===== src/rtl/pixel_scheduler.sv =====
// rtl/pixel_scheduler.sv - raster-order round-robin pixel dispatcher for mandelbrot engines
// Optional build macro: CONTINUOUS_FRAME_EN (restart the next frame from DONE without start)
module pixel_scheduler #(
    parameter int NUM_ENGINES       = 4,
    parameter int PIXEL_DATA_WIDTH  = 10,
    parameter int ENGINE_DATA_WIDTH = 25,
    parameter int SCREEN_WIDTH      = 640,
    parameter int SCREEN_HEIGHT     = 480
) (
    input  logic                                clk,
    input  logic                                reset,
    input  logic                                start,
    input  logic [2:0]                          zoom_in,
    input  logic signed [ENGINE_DATA_WIDTH-1:0] x_offset_in,
    input  logic signed [ENGINE_DATA_WIDTH-1:0] y_offset_in,
    input  logic [NUM_ENGINES-1:0]              engine_ready,
    input  logic [NUM_ENGINES-1:0]              engine_idle,
    output logic [NUM_ENGINES-1:0]              dispatch,
    output logic [PIXEL_DATA_WIDTH-1:0]         x0_,
    output logic [PIXEL_DATA_WIDTH-1:0]         y0_,
    output logic [2:0]                          zoom,
    output logic signed [ENGINE_DATA_WIDTH-1:0] x_offset,
    output logic signed [ENGINE_DATA_WIDTH-1:0] y_offset,
    output logic                                busy,
    output logic                                frame_done
);
    localparam int PTR_W = (NUM_ENGINES > 1) ? $clog2(NUM_ENGINES) : 1;
    localparam int CW    = PTR_W + 1;

    localparam logic [1:0] S_IDLE  = 2'd0;
    localparam logic [1:0] S_SCAN  = 2'd1;
    localparam logic [1:0] S_DRAIN = 2'd2;
    localparam logic [1:0] S_DONE  = 2'd3;

    localparam logic [PIXEL_DATA_WIDTH-1:0] X_LAST = PIXEL_DATA_WIDTH'(SCREEN_WIDTH - 1);
    localparam logic [PIXEL_DATA_WIDTH-1:0] Y_LAST = PIXEL_DATA_WIDTH'(SCREEN_HEIGHT - 1);
    localparam logic [PIXEL_DATA_WIDTH-1:0] PX_ONE = PIXEL_DATA_WIDTH'(1);
    localparam logic [PTR_W-1:0]            PTR_LAST = PTR_W'(NUM_ENGINES - 1);
    localparam logic [PTR_W-1:0]            PTR_ONE  = PTR_W'(1);
    localparam logic [CW-1:0]               CAND_N   = CW'(NUM_ENGINES);

    logic [1:0]                  state;
    logic [PIXEL_DATA_WIDTH-1:0] x_cnt;
    logic [PIXEL_DATA_WIDTH-1:0] y_cnt;
    logic [PTR_W-1:0]            ptr;
    logic [PTR_W-1:0]            grant_idx;
    logic [NUM_ENGINES-1:0]      mask;
    logic [NUM_ENGINES-1:0]      eligible;
    logic [NUM_ENGINES-1:0]      grant;
    logic [CW-1:0]               cand;
    logic                        grant_found;
    logic                        drain_first;
    logic                        last_pixel;

    // mask blocks the engine granted last cycle while its ready is still falling
    assign eligible   = engine_ready & ~mask;
    assign last_pixel = (x_cnt == X_LAST) && (y_cnt == Y_LAST);

    always_comb begin
        grant_found = 1'b0;
        grant_idx   = '0;
        cand        = '0;
        grant       = '0;
        for (int k = 0; k < NUM_ENGINES; k++) begin
            cand = {1'b0, ptr} + CW'(k);
            if (cand >= CAND_N) begin
                cand = cand - CAND_N;
            end
            if (!grant_found && eligible[cand[PTR_W-1:0]]) begin
                grant_found = 1'b1;
                grant_idx   = cand[PTR_W-1:0];
            end
        end
        if (grant_found) begin
            grant[grant_idx] = 1'b1;
        end
    end

    always_ff @(posedge clk) begin
        if (!reset) begin
            state       <= S_IDLE;
            x_cnt       <= '0;
            y_cnt       <= '0;
            ptr         <= '0;
            mask        <= '0;
            drain_first <= 1'b0;
            dispatch    <= '0;
            x0_         <= '0;
            y0_         <= '0;
            zoom        <= '0;
            x_offset    <= '0;
            y_offset    <= '0;
            busy        <= 1'b0;
            frame_done  <= 1'b0;
        end else begin
            dispatch   <= '0;
            mask       <= '0;
            frame_done <= 1'b0;
            case (state)
                S_IDLE: begin
                    if (start) begin
                        zoom     <= zoom_in;
                        x_offset <= x_offset_in;
                        y_offset <= y_offset_in;
                        x_cnt    <= '0;
                        y_cnt    <= '0;
                        busy     <= 1'b1;
                        state    <= S_SCAN;
                    end
                end
                S_SCAN: begin
                    if (grant_found) begin
                        dispatch <= grant;
                        mask     <= grant;
                        x0_      <= x_cnt;
                        y0_      <= y_cnt;
                        ptr      <= (grant_idx == PTR_LAST) ? '0 : grant_idx + PTR_ONE;
                        if (x_cnt == X_LAST) begin
                            x_cnt <= '0;
                            y_cnt <= y_cnt + PX_ONE;
                        end else begin
                            x_cnt <= x_cnt + PX_ONE;
                        end
                        if (last_pixel) begin
                            state       <= S_DRAIN;
                            drain_first <= 1'b1;
                        end
                    end
                end
                S_DRAIN: begin
                    // engines have not yet seen the final dispatch in the first DRAIN cycle
                    if (drain_first) begin
                        drain_first <= 1'b0;
                    end else if (&engine_idle) begin
                        state      <= S_DONE;
                        frame_done <= 1'b1;
`ifndef CONTINUOUS_FRAME_EN
                        busy       <= 1'b0;
`endif
                    end
                end
                S_DONE: begin
`ifdef CONTINUOUS_FRAME_EN
                    zoom     <= zoom_in;
                    x_offset <= x_offset_in;
                    y_offset <= y_offset_in;
                    x_cnt    <= '0;
                    y_cnt    <= '0;
                    state    <= S_SCAN;
`else
                    state    <= S_IDLE;
`endif
                end
                default: state <= S_IDLE;
            endcase
        end
    end
endmodule


===== config.mk =====
export PLATFORM = sky130hd
export DESIGN_NAME = pixel_scheduler
export DESIGN_NICKNAME = d
export VERILOG_FILES = /design/src/rtl/pixel_scheduler.sv
export SDC_FILE = /design/constraint.sdc
export NUM_CORES = 1
export LEC_CHECK = 0
export CAP_MARGIN = 5
export CORE_UTILIZATION = 49
export DETAILED_ROUTE_END_ITERATION = 7
export PLACE_DENSITY = 0.85
export SLEW_MARGIN = 20
export SYNTH_ARGS = -nofsm -noshare
export SYNTH_HDL_FRONTEND = slang
export SYNTH_SLANG_ARGS = --single-unit

===== constraint.sdc =====
create_clock -name clk -period 4.68 [get_ports clk]
set_input_delay 0.936 -clock clk [delete_from_list [all_inputs] [get_ports clk]]
set_output_delay 0.936 -clock clk [all_outputs]
set_load 0.01 [all_outputs]

==> qor.yml <==
status:
  status: "finished, final reports clean"
floorplan:
  die_h_um: 94.67
  core-area_sq_um: 8258
  die_w_um: 94.67
  row_count: 33
  num_io_pins: 143
  dieArea_sq_um: 8961
  start_util_pct: 50.95
clock_tree:
  clock_latency_ns: 0.35
  cts_resized: 0
  post_cts_buffers: 0
  cts_tree: "built"
  cts-root-buf: "clkbuf_8"
  htreeDepth: 3
  cts_made_buffers: 9
  path_clk_slew_ns: 0.10
  cts_sinks: 104
  cts.path.max_buffers: 2
  cts_hold_buf: 0
synthesis:
  ys.flop_type: "dfxtp_1"
  synth_compound_area_share_pct: 17.04
  synth.avg_cell_area_sq_um: 8.015
  yosys_warnings: 0
  synthMuxAreaShare_pct: 0.4758
  post-synth-top-count-cell: "nand2_1"
  synth_area_sq_um: 4208
  synth_seq_area_share_pct: 49.48
  synth_xor_area_share_pct: 0.4163
  ys_async_sr_fraction_pct: 0
  synth_edf_count: 0
  yosys.area.top_type: "dfxtp_1"
  synthTopCellsByCount: "nand2_1 (166), dfxtp_1 (104), a21oi_1 (90), clkbuf_1 (24), nand3_1 (16)"
  synth_top_area_share_pct: 49.48
  synth_seq_cells: 104
  synthAdderAreaFrac_pct: 2.676
  yosys-top-cells-area: "dfxtp_1 (49%), nand2_1 (15%), a21oi_1 (11%)"
  syn_inst: 525
  yosys.area_share.simple_pct: 25.57
  postSynthNetCount: 598
  ys_types: 46
  synth_top_family_by_area: "simple AND/OR/NAND/NOR gates"
sta:
  timing.setup.tns_ns: 0
  finalMaxSlewViolations: 0
  fmax_ghz: 0.3313
  hold_ws_ns: 0.4577
  tightest_slew_ns: 0.9522
  min_period_ns: 3.019
  final.setup_skew_ns: 0.01691
  finalCritPeriodShare_pct: 64.50
  rsz0062_at_grt: "no"
  relSlewSlack_pct: 36.52
  final-setup-viol-count: 0
  finalHoldViolCount: 0
layout:
  fillers: 664
  utilization_pct: 70.74
  final_layout_size_suffix_gt1_share_pct: 4.733
  area_growth_syn_to_layout_pct: 38.83
  nets: 723
  antennaDiodeCount: 0
global_route:
  antenna_found_initial: 0
  grt_use_total_pct: 23.80
  grt_max_degree: 55
  grt_pass1_wl_um: 16980
  gr-total-overflow: 0
  grt_pass1_vias: 3791
power:
  power_density_nw_per_um2: 420.9
  internal_power_mw: 1.623
  clockPowerShare_pct: 23.5
  swShare_pct: 34.00
  fin_total_pwr_mw: 2.459
  pwr-share-seq_pct: 43.1
  peakVddDrop_mv: 0.2760
  p_leak_nw: 2.070
  switchingPower_uw: 835.9
  combPwrFrac_pct: 33.5
route:
  drt-pass1-iter-count: 5
  vias: 4124
  drc: 0
  ant_nets: 0
  routed_wl_um: 10750
  drtIter0Drc: 252
  wl_per_cell_um: 14.15
  via_per_inst: 5.426
critical_path:
  cp.buffers_inverters: 1
  cp_slowest_cell: "or4_1"
  cpPeakStageDelay_ns: 0.71
  cp-start-kind: "input port"
  path_cells: "clkdlybuf4s50_1 > and2b_2 > or4_1 > nand2_1 > nand2_1 > a21oi_1"
  reg2reg_from: "state[1]"
  r2r-end: "y_cnt[7]"
  r2r_cells: 7
  criticalPathCategory: "input port to flop"
  crit_top_cell: "nand2_1"
  crit_fanout: 22
  crit_arrival_ns: 3.30
  cp.required_ns: 4.96
  cp_top_family: "simple AND/OR/NAND/NOR gates"
  end_kind: "flop"
  ff2ff_setup_slack_ns: 2.24
min_path:
  hold_end: "x0_[4]"
  min_from: "x0_[4]"
  min_path_cells: 2
  hold_path_class: "flop to flop"
place:
  port_buffers: 142
  gp_congestion: 0.9058
  hpwl_um: 7598
run:
  maxCapViolCount: 0
==> cell type report <==
cell class	instances	area [sq um]	area share, %
sequential	104	2082	35.64
multi-input combinational	382	1947	33.33
timing repair buffer	145	1444	24.72
clock buffer	12	155.1	2.656
tap	105	131.4	2.249
clock inverter	4	52.55	0.8996
inverter	8	30.03	0.5140
==> registers in the layout (all words and copies together), names as in the netlist, 2 cells and up <==
name,flops
y0_,10
mask,4
y_offset,25
state,2
y_cnt,10
x_offset,25
ptr,2
x_cnt,10
x0_,10
zoom,3
==> worst max path at each step <==
| stage | from | to | slack (ns) | cells after the start |
|---|---|---|---|---|
| floorplan | engine_ready[0] | y_cnt[8] | 2.28 | 6 |
| global placement | engine_ready[0] | y0_[6] | 1.48 | 6 |
| detailed placement | engine_ready[0] | y0_[6] | 1.32 | 6 |
| CTS | engine_ready[0] | y0_[6] | 1.66 | 6 |
| global route | engine_ready[0] | x0_[1] | 1.49 | 6 |
| finish | engine_ready[0] | x0_[2] | 1.66 | 6 |
==> per-layer routing <==
metal,wire (um),track usage (%),up-vias
li1,-,-,2023
met1,4566,29.02,1915
met2,5198,40.17,165
met3,727,4.911,21
met4,259,10.86,0
met5,0,0,-
==> stage by stage <==
step / instance area [sq um] / cells / worst slack (ns)
2_1_floorplan: 4208 / 525 / 2.278
3_3_place_gp: 5634 / 744 / 1.483
4_1_cts: 5842 / 760 / 1.664
6_report: 5842 / 760 / 1.661
5_1_grt: 5842 / 760 / 1.491
3_5_place_dp: 5634 / 744 / 1.317
==> power by group through the flow <==
stage | Combinational [mW] | Clock, mW | Sequential (mW)
after floorplan | 0.432 | 0 | 1.12
after global placement | 0.799 | 0 | 1.07
after CTS | 0.826 | 0.583 | 1.06
after global routing | 0.909 | 0.616 | 1.07
final | 0.823 | 0.577 | 1.06
after detailed placement | 0.823 | 0 | 1.08
==> tightest hold or removal path, stage by stage (launching register included) <==
cell	delay, ns
dfxtp_1	0.32
nand2_1	0.05
a21oi_1	0.05
==> cell usage in the layout, fill, tap and decap left out, types with 3 or more instances in the layout <==
| master | n |
|---|---|
| nor2_1 | 15 |
| nor3_1 | 4 |
| o31ai_1 | 7 |
| inv_1 | 7 |
| nand2_1 | 165 |
| buf_4 | 3 |
| ha_1 | 9 |
| a21o_1 | 3 |
| a21oi_1 | 90 |
| nand3_1 | 16 |
| clkbuf_8 | 11 |
| nand4_1 | 3 |
| o21ai_0 | 9 |
| o211ai_1 | 4 |
| or4_1 | 5 |
| a31oi_1 | 8 |
| clkinvlp_4 | 3 |
| nor3b_1 | 4 |
| and3_1 | 7 |
| dfxtp_1 | 104 |
| clkdlybuf4s50_1 | 142 |
==> cell families (layout without fill, tap and decap cells) <==
logic type	count (synthesis)	in the layout
fa+ha+maj	9	9
flops	104	104
xor+xnor	2	2
compound gates	129	129
simple gates	240	240
mux	2	2
buf+inv	39	169
(Power assumes the default switching activity.)
